===== src/rtl/fe_readout_sequencer_if.sv =====
// Trigger/configuration and readout bundle for the FE readout sequencer.
// The master side is the trigger logic and DAQ register bank. The slave side is the sequencer.
interface fe_readout_sequencer_if #(
  parameter int DIV_WIDTH = 16,
  parameter int CNT_WIDTH = 7
);
  // Control and run-time configuration (master -> sequencer)
  logic                 en;
  logic                 trig;
  logic [DIV_WIDTH-1:0] fe_clk_div;
  logic [DIV_WIDTH-1:0] fe_clk_duty;
  logic [31:0]          int_trig_period;

  // FE chain / ADC sequencing outputs (sequencer -> master)
  logic                 fe_hold;
  logic                 fe_clk;
  logic                 fe_shift;
  logic                 adc_start;
  logic [CNT_WIDTH-1:0] ch_cnt;
  logic                 busy;
  logic                 done;
  logic                 trig_lost;

  modport master (
    output en, trig, fe_clk_div, fe_clk_duty, int_trig_period,
    input  fe_hold, fe_clk, fe_shift, adc_start, ch_cnt, busy, done, trig_lost
  );

  modport slave (
    input  en, trig, fe_clk_div, fe_clk_duty, int_trig_period,
    output fe_hold, fe_clk, fe_shift, adc_start, ch_cnt, busy, done, trig_lost
  );
endinterface


===== src/rtl/fe_readout_sequencer.sv =====
// FE readout sequencer: on trigger, holds the FE chain and clocks out FE_CLOCK_CYCLES channels.
// It issues one ADC-start strobe on each FE clock falling edge.
// Optional macro INT_TRIG_EN adds a periodic internal trigger. The internal trigger is ORed with the external one.
module fe_readout_sequencer #(
  parameter int FE_CLOCK_CYCLES = 64,
  parameter int DIV_WIDTH       = 16,
  parameter int HOLD_DELAY      = 4,
  parameter int CNT_WIDTH       = 7
) (
  input  logic                  clk,
  input  logic                  rst_n,
  fe_readout_sequencer_if.slave bus
);

  localparam int HOLD_W = (HOLD_DELAY > 1) ? $clog2(HOLD_DELAY) : 1;

  typedef enum logic [1:0] {IDLE, HOLD, CLOCK, DONE} state_t;

  state_t               state_reg;
  logic [DIV_WIDTH-1:0] div_reg;
  logic [DIV_WIDTH-1:0] duty_reg;
  logic [DIV_WIDTH-1:0] phase_reg;
  logic [CNT_WIDTH-1:0] ch_reg;
  logic [HOLD_W-1:0]    hold_cnt_reg;
  logic                 hold_reg;
  logic                 fe_clk_reg;
  logic                 shift_reg;
  logic                 adc_start_reg;
  logic                 busy_reg;
  logic                 done_reg;
  logic                 trig_lost_reg;

  logic [DIV_WIDTH-1:0] div_clamp;
  logic [DIV_WIDTH-1:0] duty_clamp;
  logic                 phase_wrap;
  logic                 last_ch;
  logic [DIV_WIDTH-1:0] phase_next;
  logic [CNT_WIDTH-1:0] ch_next;
  logic                 trig_any;

`ifdef INT_TRIG_EN
  logic [31:0] int_cnt_reg;
  logic        int_trig;

  // The internal trigger fires when the free-running count reaches period-1. A period of 0 disables it.
  assign int_trig = bus.en && (bus.int_trig_period != 32'd0)
                    && (int_cnt_reg >= bus.int_trig_period - 32'd1);

  // The free-running counter is held at 0 while the sequencer is disabled.
  // It restarts after every internal trigger.
  always_ff @(posedge clk or negedge rst_n) begin
    if (!rst_n) begin
      int_cnt_reg <= 32'd0;
    end else if (!bus.en || int_trig) begin
      int_cnt_reg <= 32'd0;
    end else begin
      int_cnt_reg <= int_cnt_reg + 32'd1;
    end
  end

  assign trig_any = bus.trig | int_trig;
`else
  // The period input has no consumer without the internal trigger.
  logic unused_period;
  assign unused_period = ^bus.int_trig_period;
  assign trig_any      = bus.trig;
`endif

  // Clamp the live configuration so the latched period is at least 2.
  // The high time is clamped so that both FE clock phases are non-empty.
  always_comb begin
    div_clamp = (bus.fe_clk_div < DIV_WIDTH'(2)) ? DIV_WIDTH'(2) : bus.fe_clk_div;
    if (bus.fe_clk_duty == '0) begin
      duty_clamp = DIV_WIDTH'(1);
    end else if (bus.fe_clk_duty >= div_clamp) begin
      duty_clamp = div_clamp - DIV_WIDTH'(1);
    end else begin
      duty_clamp = bus.fe_clk_duty;
    end
  end

  // Phase and channel advance during CLOCK. Outputs are registered from these next values.
  always_comb begin
    phase_wrap = (phase_reg == div_reg - DIV_WIDTH'(1));
    last_ch    = (ch_reg == CNT_WIDTH'(FE_CLOCK_CYCLES - 1));
    phase_next = phase_wrap ? '0 : phase_reg + DIV_WIDTH'(1);
    ch_next    = phase_wrap ? ch_reg + CNT_WIDTH'(1) : ch_reg;
  end

  // Readout FSM. The outputs are registered with the value belonging to the cycle being entered.
  always_ff @(posedge clk or negedge rst_n) begin
    if (!rst_n) begin
      state_reg     <= IDLE;
      div_reg       <= DIV_WIDTH'(2);
      duty_reg      <= DIV_WIDTH'(1);
      phase_reg     <= '0;
      ch_reg        <= '0;
      hold_cnt_reg  <= '0;
      hold_reg      <= 1'b0;
      fe_clk_reg    <= 1'b0;
      shift_reg     <= 1'b0;
      adc_start_reg <= 1'b0;
      busy_reg      <= 1'b0;
      done_reg      <= 1'b0;
      trig_lost_reg <= 1'b0;
    end else begin
      adc_start_reg <= 1'b0;
      done_reg      <= 1'b0;
      // Any trigger while busy, including one in the DONE cycle, is dropped and flagged.
      if (trig_any && busy_reg) begin
        trig_lost_reg <= 1'b1;
      end
      case (state_reg)
        IDLE: begin
          if (trig_any && bus.en) begin
            div_reg       <= div_clamp;
            duty_reg      <= duty_clamp;
            ch_reg        <= '0;
            hold_cnt_reg  <= '0;
            trig_lost_reg <= 1'b0;
            busy_reg      <= 1'b1;
            hold_reg      <= 1'b1;
            state_reg     <= HOLD;
          end
        end
        HOLD: begin
          if (hold_cnt_reg == HOLD_W'(HOLD_DELAY - 1)) begin
            // The first period starts high because the duty is always at least 1.
            state_reg  <= CLOCK;
            phase_reg  <= '0;
            fe_clk_reg <= 1'b1;
            shift_reg  <= 1'b1;
          end else begin
            hold_cnt_reg <= hold_cnt_reg + HOLD_W'(1);
          end
        end
        CLOCK: begin
          if (phase_wrap && last_ch) begin
            state_reg  <= DONE;
            done_reg   <= 1'b1;
            fe_clk_reg <= 1'b0;
            shift_reg  <= 1'b0;
          end else begin
            phase_reg     <= phase_next;
            ch_reg        <= ch_next;
            fe_clk_reg    <= (phase_next < duty_reg);
            shift_reg     <= (ch_next == '0);
            adc_start_reg <= (phase_next == duty_reg);
          end
        end
        DONE: begin
          state_reg  <= IDLE;
          busy_reg   <= 1'b0;
          hold_reg   <= 1'b0;
          fe_clk_reg <= 1'b0;
        end
        default: begin
          state_reg <= IDLE;
        end
      endcase
    end
  end

  assign bus.fe_hold   = hold_reg;
  assign bus.fe_clk    = fe_clk_reg;
  assign bus.fe_shift  = shift_reg;
  assign bus.adc_start = adc_start_reg;
  assign bus.ch_cnt    = ch_reg;
  assign bus.busy      = busy_reg;
  assign bus.done      = done_reg;
  assign bus.trig_lost = trig_lost_reg;

endmodule


===== src/flat_wrapper.sv =====
// flat-port wrapper written by rule: the top's interface ports become plain ports
module fe_readout_sequencer_flat 
#(
  parameter int FE_CLOCK_CYCLES = 64,
  parameter int DIV_WIDTH       = 16,
  parameter int HOLD_DELAY      = 4,
  parameter int CNT_WIDTH       = 7
)
  (clk, rst_n, bus_en, bus_trig, bus_fe_clk_div, bus_fe_clk_duty, bus_int_trig_period, bus_fe_hold, bus_fe_clk, bus_fe_shift, bus_adc_start, bus_ch_cnt, bus_busy, bus_done, bus_trig_lost);
  fe_readout_sequencer_if #(.DIV_WIDTH(DIV_WIDTH), .CNT_WIDTH(CNT_WIDTH)) bus_i ();
  input  logic clk;
  input  logic rst_n;
  input wire logic [$bits(bus_i.en)-1:0] bus_en;
  input wire logic [$bits(bus_i.trig)-1:0] bus_trig;
  input wire logic [$bits(bus_i.fe_clk_div)-1:0] bus_fe_clk_div;
  input wire logic [$bits(bus_i.fe_clk_duty)-1:0] bus_fe_clk_duty;
  input wire logic [$bits(bus_i.int_trig_period)-1:0] bus_int_trig_period;
  output wire logic [$bits(bus_i.fe_hold)-1:0] bus_fe_hold;
  output wire logic [$bits(bus_i.fe_clk)-1:0] bus_fe_clk;
  output wire logic [$bits(bus_i.fe_shift)-1:0] bus_fe_shift;
  output wire logic [$bits(bus_i.adc_start)-1:0] bus_adc_start;
  output wire logic [$bits(bus_i.ch_cnt)-1:0] bus_ch_cnt;
  output wire logic [$bits(bus_i.busy)-1:0] bus_busy;
  output wire logic [$bits(bus_i.done)-1:0] bus_done;
  output wire logic [$bits(bus_i.trig_lost)-1:0] bus_trig_lost;
  assign bus_i.en = bus_en;
  assign bus_i.trig = bus_trig;
  assign bus_i.fe_clk_div = bus_fe_clk_div;
  assign bus_i.fe_clk_duty = bus_fe_clk_duty;
  assign bus_i.int_trig_period = bus_int_trig_period;
  assign bus_fe_hold = bus_i.fe_hold;
  assign bus_fe_clk = bus_i.fe_clk;
  assign bus_fe_shift = bus_i.fe_shift;
  assign bus_adc_start = bus_i.adc_start;
  assign bus_ch_cnt = bus_i.ch_cnt;
  assign bus_busy = bus_i.busy;
  assign bus_done = bus_i.done;
  assign bus_trig_lost = bus_i.trig_lost;
  fe_readout_sequencer #(.FE_CLOCK_CYCLES(FE_CLOCK_CYCLES), .DIV_WIDTH(DIV_WIDTH), .HOLD_DELAY(HOLD_DELAY), .CNT_WIDTH(CNT_WIDTH)) u_core (.clk(clk), .rst_n(rst_n), .bus(bus_i));
endmodule

===== config.mk =====
export PLATFORM = sky130hd
export DESIGN_NAME = fe_readout_sequencer_flat
export DESIGN_NICKNAME = d
export VERILOG_FILES = /design/src/rtl/fe_readout_sequencer_if.sv /design/src/rtl/fe_readout_sequencer.sv /design/src/flat_wrapper.sv
export SDC_FILE = /design/constraint.sdc
export NUM_CORES = 1
export LEC_CHECK = 0
export CAP_MARGIN = 0
export CORE_MARGIN = 8
export CORE_UTILIZATION = 25
export DETAILED_ROUTE_END_ITERATION = 7
export RECOVER_POWER = 25
export SYNTH_ARGS = -nofsm -noshare
export SYNTH_HDL_FRONTEND = slang
export SYNTH_SLANG_ARGS = --single-unit

===== constraint.sdc =====
create_clock -name clk -period 4.5 [get_ports clk]
set_input_delay 0.9 -clock clk [delete_from_list [all_inputs] [get_ports clk]]
set_output_delay 0.9 -clock clk [all_outputs]
set_load 0.05 [all_outputs]

Word-level counts from Yosys, hierarchy flattened:

Cells that the tools add are included.

* output and inout port bits: 14
* logic and storage cells: 83
* register bits: 65
* bits of input ports: 68

* mux-type cells: 32
* reductions and logical operators: 19
* eq/ne operators: 12
* magnitude comparators: 3
* add/subtract/negate cells: 5

Operator list (number)
* $mux W16: 6
* $eq A16 B16 Y1: 2
* $pmux W16 S2: 1
* $sub A16 B1 Y16 const B: 2
* $mux W7: 3
* $add A16 B1 Y16 const B: 1
* $ge A16 B16 Y1: 1
* $logic_not A16 Y1: 1
* $lt A16 B16 Y1: 1
* $lt A16 B2 Y1 const B: 1
* $pmux W7 S2: 1
* $reduce_and A3 Y1: 4
* $mux W1: 11
* $mux W2: 5
* $pmux W2 S4: 1
* $reduce_and A2 Y1: 4
* $reduce_bool A2 Y1: 4
* $add A7 B1 Y7 const B: 1
* $eq A7 B6 Y1 const B: 1
* $logic_not A7 Y1: 1
* $eq A2 B2 Y1 const B: 3
* $ne A2 B1 Y1 const B: 3
* $ne A2 B2 Y1 const B: 2
* $pmux W1 S2: 2
* 7 further kinds: 9

Depth between registers and ports, before layout:

* depth in word-level cells: 6
* mapped depth: 20
* gate-level depth less buffers: 18

Worst setup path before layout:

Ideal clock, no wire load.

* kind: input-to-reg
* start point: in bus_fe_clk_div[8]
* end point: reg u_core.duty_reg[12]
* required time: 4359 ps
* path buffers: 1
* setup slack: -359 ps
* setup time: 141 ps
* cell stages on the path: 15
* data arrival time: 4718 ps
* cell sequence: or4_1 nor4b_1 nand2_1 o21ai_0 inv_1 ha_1 nand2b_1 a21o_1 a21o_1 a21oi_1 o21ai_0 a21oi_1 clkbuf_1 mux2i_1 o22ai_1

* cells in the longest elaborated chain, start to end: 5
* elaborated cells between the ends (all ways): 6
* those cells by class: 1 x add/sub; 2 x order compare; 3 x mux

RTL lines
* start: declaration: line flat_wrapper.sv:15 `input wire logic [$bits(bus_i.fe_clk_div)-1:0] bus_fe_clk_div;`
* $lt A16 B2 Y1 *: line fe_readout_sequencer.sv:72 `div_clamp = (bus.fe_clk_div < DIV_WIDTH'(2)) ? DIV_WIDTH'(2) : bus.fe_clk_div;`
* $mux W16 *: line fe_readout_sequencer.sv:72
* named net u_core.div_clamp[0]: line fe_readout_sequencer.sv:33 `logic [DIV_WIDTH-1:0] div_clamp;`
* $sub A16 B1 Y16 / $ge A16 B16 Y1 (equally long branches): line fe_readout_sequencer.sv:76, fe_readout_sequencer.sv:75
* $mux W16 *: line fe_readout_sequencer.sv:75 `end else if (bus.fe_clk_duty >= div_clamp) begin`
* $mux W16 *: line fe_readout_sequencer.sv:73 `if (bus.fe_clk_duty == '0) begin`
* end signal: assignment: line fe_readout_sequencer.sv:117 `duty_reg <= duty_clamp;`
* end: declaration: line fe_readout_sequencer.sv:21 `logic [DIV_WIDTH-1:0] duty_reg;`

The timed path passes the listed nets; every way through them passes the cells marked *.
A chain may end at the register's enable or synchronous reset.

Worst setup path after layout:

* start point: reg u_core.div_reg[4]
* end point: reg u_core.fe_clk_reg (netlist: u_core.bus.fe_clk)

* cells in the longest elaborated chain, start to end: 6
* elaborated cells between the ends (all ways): 7
* those cells by class: 1 x add/sub; 1 x order compare; 1 x eq/ne; 3 x mux; 1 x reduce/logical

RTL lines
* start: declaration: line fe_readout_sequencer.sv:20 `logic [DIV_WIDTH-1:0] div_reg;`
* start signal: assignment: line fe_readout_sequencer.sv:116 `div_reg <= div_clamp;`
* $sub A16 B1 Y16 *: line fe_readout_sequencer.sv:84 `phase_wrap = (phase_reg == div_reg - DIV_WIDTH'(1));`
* $eq A16 B16 Y1 *: line fe_readout_sequencer.sv:84
* $mux W16: line fe_readout_sequencer.sv:86 `phase_next = phase_wrap ? '0 : phase_reg + DIV_WIDTH'(1);`
* $lt A16 B16 Y1: line fe_readout_sequencer.sv:146 `fe_clk_reg <= (phase_next < duty_reg);`
* $mux W1 *: line fe_readout_sequencer.sv:138 `if (phase_wrap && last_ch) begin`
* $pmux W1 S3 *: line fe_readout_sequencer.sv:113 `case (state_reg)`
* end signal: assignment: line fe_readout_sequencer.sv:146
* end: declaration: line fe_readout_sequencer.sv:26 `logic fe_clk_reg;`

Mark *: on every way between the ends. The rest lies on a longest branch, timed or not.

==> impl_metrics.csv <==
group,metric,value,unit
run_status,status,"finished, violations left",
run_status,violations,"max-capacitance violations, max-slew violations",
drt,drt_pre_antenna_iters,5,
logic_synthesis,ys_ff_latch,65,
drt,drc,0,
drt,drt-initial-drc-count,356,
cts,cts_tree,"built",
final_layout,nNetsFinal,782,
place,detailed_place_hpwl,11.7,mm
cts,clock_latency,340,ps
power_and_ir_drop,total_leakage_power,3.07,nW
logic_synthesis,synth_warnings,0,
power_and_ir_drop,finalPower,1.44,mW
final_layout,final_area,0.00659,mm^2
power_and_ir_drop,pwr_density_cell,219,mW/mm^2
global_routing,overflow,0,
critical_path,startpoint_type,"flip-flop",
drt,via_per_inst,4.97,
place,port_buffers,49,
critical_path,critPathMostFrequentCell,"o21a_1",
critical_path,critPathMaxFanout,11,
global_routing,grt_pass1_vias,4732,
global_routing,grt_first_pass_wirelength,25.0,mm
critical_path,cp_data_required_time,4780,ps
sta,maxSlewViolCount,43,
logic_synthesis,async_flop_share,100,%
critical_path,slowest_stage,"or4_4",
critical_path,cp_top_family,"simple AND/OR/NAND/NOR gates",
cts,postCtsHoldBufs,0,
global_routing,grt_antenna_before_repair,0,
cts,clk_path_buf_depth,2,
critical_path,path_buf_inv,0,
final_layout,fillers,2196,
logic_synthesis,yosysSeqAreaShare,30.4,%
floorplan,io_pins,82,
floorplan,dieWidth,162,um
worst_hold_path,hold_class,"flip-flop to flip-flop",
sta,hold_violations,0,
cts,htree_levels,3,
sta,clock_skew,9.73,ps
sta,min_period,4310,ps
global_routing,grt_usage,11.7,%
logic_synthesis,synth_edf_count,0,
critical_path,cp.depth,16,
drt,wl_per_cell,15.8,um
logic_synthesis,syn_nets,722,
place,gp_congestion,0.871,
global_routing,grt_start_max_net_pins,43,
final_layout,seq_area,0.00163,mm^2
floorplan,start_util,25.5,%
worst_hold_path,holdPathStages,2,
final_layout,drive_above_1_share,12.4,%
power_and_ir_drop,ir_worst_vdd,0.000158,V
floorplan,core,0.0210,mm^2
final_layout,antenna_cells,0,
sta,relSlewSlack,-63.2,%
sta,fmax,232,MHz
flow_run,maxCapViolCount,1,
sta,fin_crit_sh,95.9,%
cts,cts_buffers,9,
critical_path,reg2reg_depth,16,
final_layout,final_util,31.3,%
drt,vias,4735,
logic_synthesis,synth_cell_types,74,
critical_path,slowest_delay,670,ps
logic_synthesis,synth_top_area_cell,"dfrtp_1",
critical_path,path_class,"flip-flop to flip-flop",
drt,antenna_left,0,
final_layout,syn_to_final_growth,22.8,%
logic_synthesis,netlist_area,0.00536,mm^2
logic_synthesis,yosysMostFrequentCell,"dfrtp_1",
floorplan,die_y,162,um
critical_path,path_cells,"or4_4, nor4_4, mux2_2, and3_1, or2_0, nand2_1, and2_1, ha_1, nor2b_1, o21a_1, o21a_1, o21a_1, o21a_1, o21ai_0, nand3_1, nand3_1",
drt,wirelength,15.0,mm
sta,worst_slew_pin_slew,2450,ps
sta,setup_viol,0,
logic_synthesis,synthTopCellsByCount,"dfrtp_1 (63), nand2_1 (47), ha_1 (42), inv_1 (41)",
floorplan,row_count,53,
critical_path,cp.arrival,4590,ps
cts,path_clk_slew,60,ps
floorplan,die_area,0.0264,mm^2
logic_synthesis,yosysTopAreaCellShare,29.4,%
final_layout,multiInputGateArea,0.00344,mm^2
logic_synthesis,ys.flop_type,"dfrtp_1",
logic_synthesis,syn_inst,612,
critical_path,critPathCaptureType,"flip-flop",
cts,cts-root-buf,"clkbuf_16",
cts,clkSinkCount,65,
logic_synthesis,synth.area.top_cells,"dfrtp_1 (29%), ha_1 (9.8%), xnor2_1 (6.2%)",
place,dpl-instance-area,0.00626,mm^2
logic_synthesis,avgSynthCellArea,8.76,um^2
-- tightest hold or removal path, cell delays in order, from the launching register on --
cell and delay [ps]:
dfrtp_1 350, a21oi_1 50, nor2_1 70
-- cell usage in the layout (no fill, tap or decap), types with 3 or more instances in the layout --
cell type / Yosys / layout
a21o_1: 9 / 9
inv_1: 41 / 41
a31oi_2: 5 / 5
mux2i_1: 22 / 20
o21a_1: 6 / 6
clkdlybuf4s50_1: 0 / 48
nand3_1: 15 / 15
o211ai_1: 4 / 4
a31oi_1: 18 / 18
nand2b_1: 10 / 10
buf_4: 1 / 29
a21oi_1: 22 / 21
and3_1: 16 / 16
dfrtp_1: 63 / 63
nor3_1: 20 / 18
o22ai_1: 15 / 15
nand4_1: 9 / 9
or3_1: 3 / 3
xnor2_1: 38 / 38
ha_1: 42 / 42
clkbuf_16: 0 / 9
or2b_1: 7 / 7
nor2_1: 34 / 34
a22o_1: 3 / 3
or4_1: 4 / 4
nand2_1: 47 / 47
clkbuf_1: 18 / 3
o21ai_0: 38 / 37
xor2_1: 11 / 11
nor4_1: 12 / 12
nor4b_1: 4 / 3
nor2b_1: 6 / 6
and2_1: 4 / 4
a21oi_2: 4 / 5
-- routing by layer --
metal  track usage, %  routed length (um)  vias to the layer above  share of wire [%]
met3             2.10                 545                       19                3.6
met1             15.1                6930                     2261                 46
met4             3.96                 321                        0                2.1
met2             19.4                7200                      110                 48
li1                 -                   -                     2345                  -
met5                0                   0                        -                  0
-- power by group --
part | internal (mW) | total, mW | switching, mW | leakage (nW)
Clock | 0.445 | 0.711 | 0.266 | 0.143
Sequential | 0.585 | 0.585 | 0 | 0.777
Combinational | 0.0731 | 0.149 | 0.0755 | 2.15
Total | 1.10 | 1.44 | 0.342 | 3.07
-- cell families after synthesis --
logic type | Yosys count | synth area share [%]
compound gates | 147 | 18.5
buf+inv | 71 | 6.09
mux | 25 | 4.81
fa+ha+maj | 42 | 9.80
xor+xnor | 49 | 8.00
flops | 65 | 30.4
simple gates | 213 | 22.4
-- repair_timing --
item | in CTS | in global routing
buffers inserted | 0 | 1
pin swaps | 0 | 2
cloned | 0 | 0
endpoints found under the setup margin | 1 | 9
endpoints found under the hold margin | 0 | 0
gates resized for setup | 1 | 6
-- metrics by stage --
stage / cells / hold slack, ps / setup slack [ps] / setup TNS [ps]
2_1_floorplan: 612 / 470 / 132 / 0
3_3_place_gp: 935 / 494 / -290 / -3520
3_5_place_dp: 935 / 511 / -350 / -4120
4_1_cts: 951 / 528 / 90.7 / 0
5_1_grt: 952 / 572 / -13.9 / -13.9
6_report: 952 / 511 / 186 / 0
-- final timing paths --
check                                  endpoint  slack, ps            startpoint
max                           u_core.bus.fe_clk        190     u_core.div_reg[4]
min                        u_core.bus.trig_lost        510  u_core.bus.trig_lost
max reg2reg                   u_core.bus.fe_clk        190     u_core.div_reg[4]
min reg2reg                u_core.bus.trig_lost        510  u_core.bus.trig_lost
max in group asynchronous    u_core.duty_reg[0]       1770                 rst_n
min in group asynchronous  u_core.bus.ch_cnt[3]       1300                 rst_n
-- layout make-up --
| cell class | count | share of cell area, % |
|---|---|---|
| clock buffers | 12 | 3.74 |
| clock inverters | 4 | 0.779 |
| inverters | 41 | 2.34 |
| multi-input cells | 476 | 52.2 |
| flip-flops and latches | 65 | 24.7 |
| well taps | 275 | 5.22 |
| repair buffers | 79 | 11.0 |
Power figures use the tool's default switching activity.
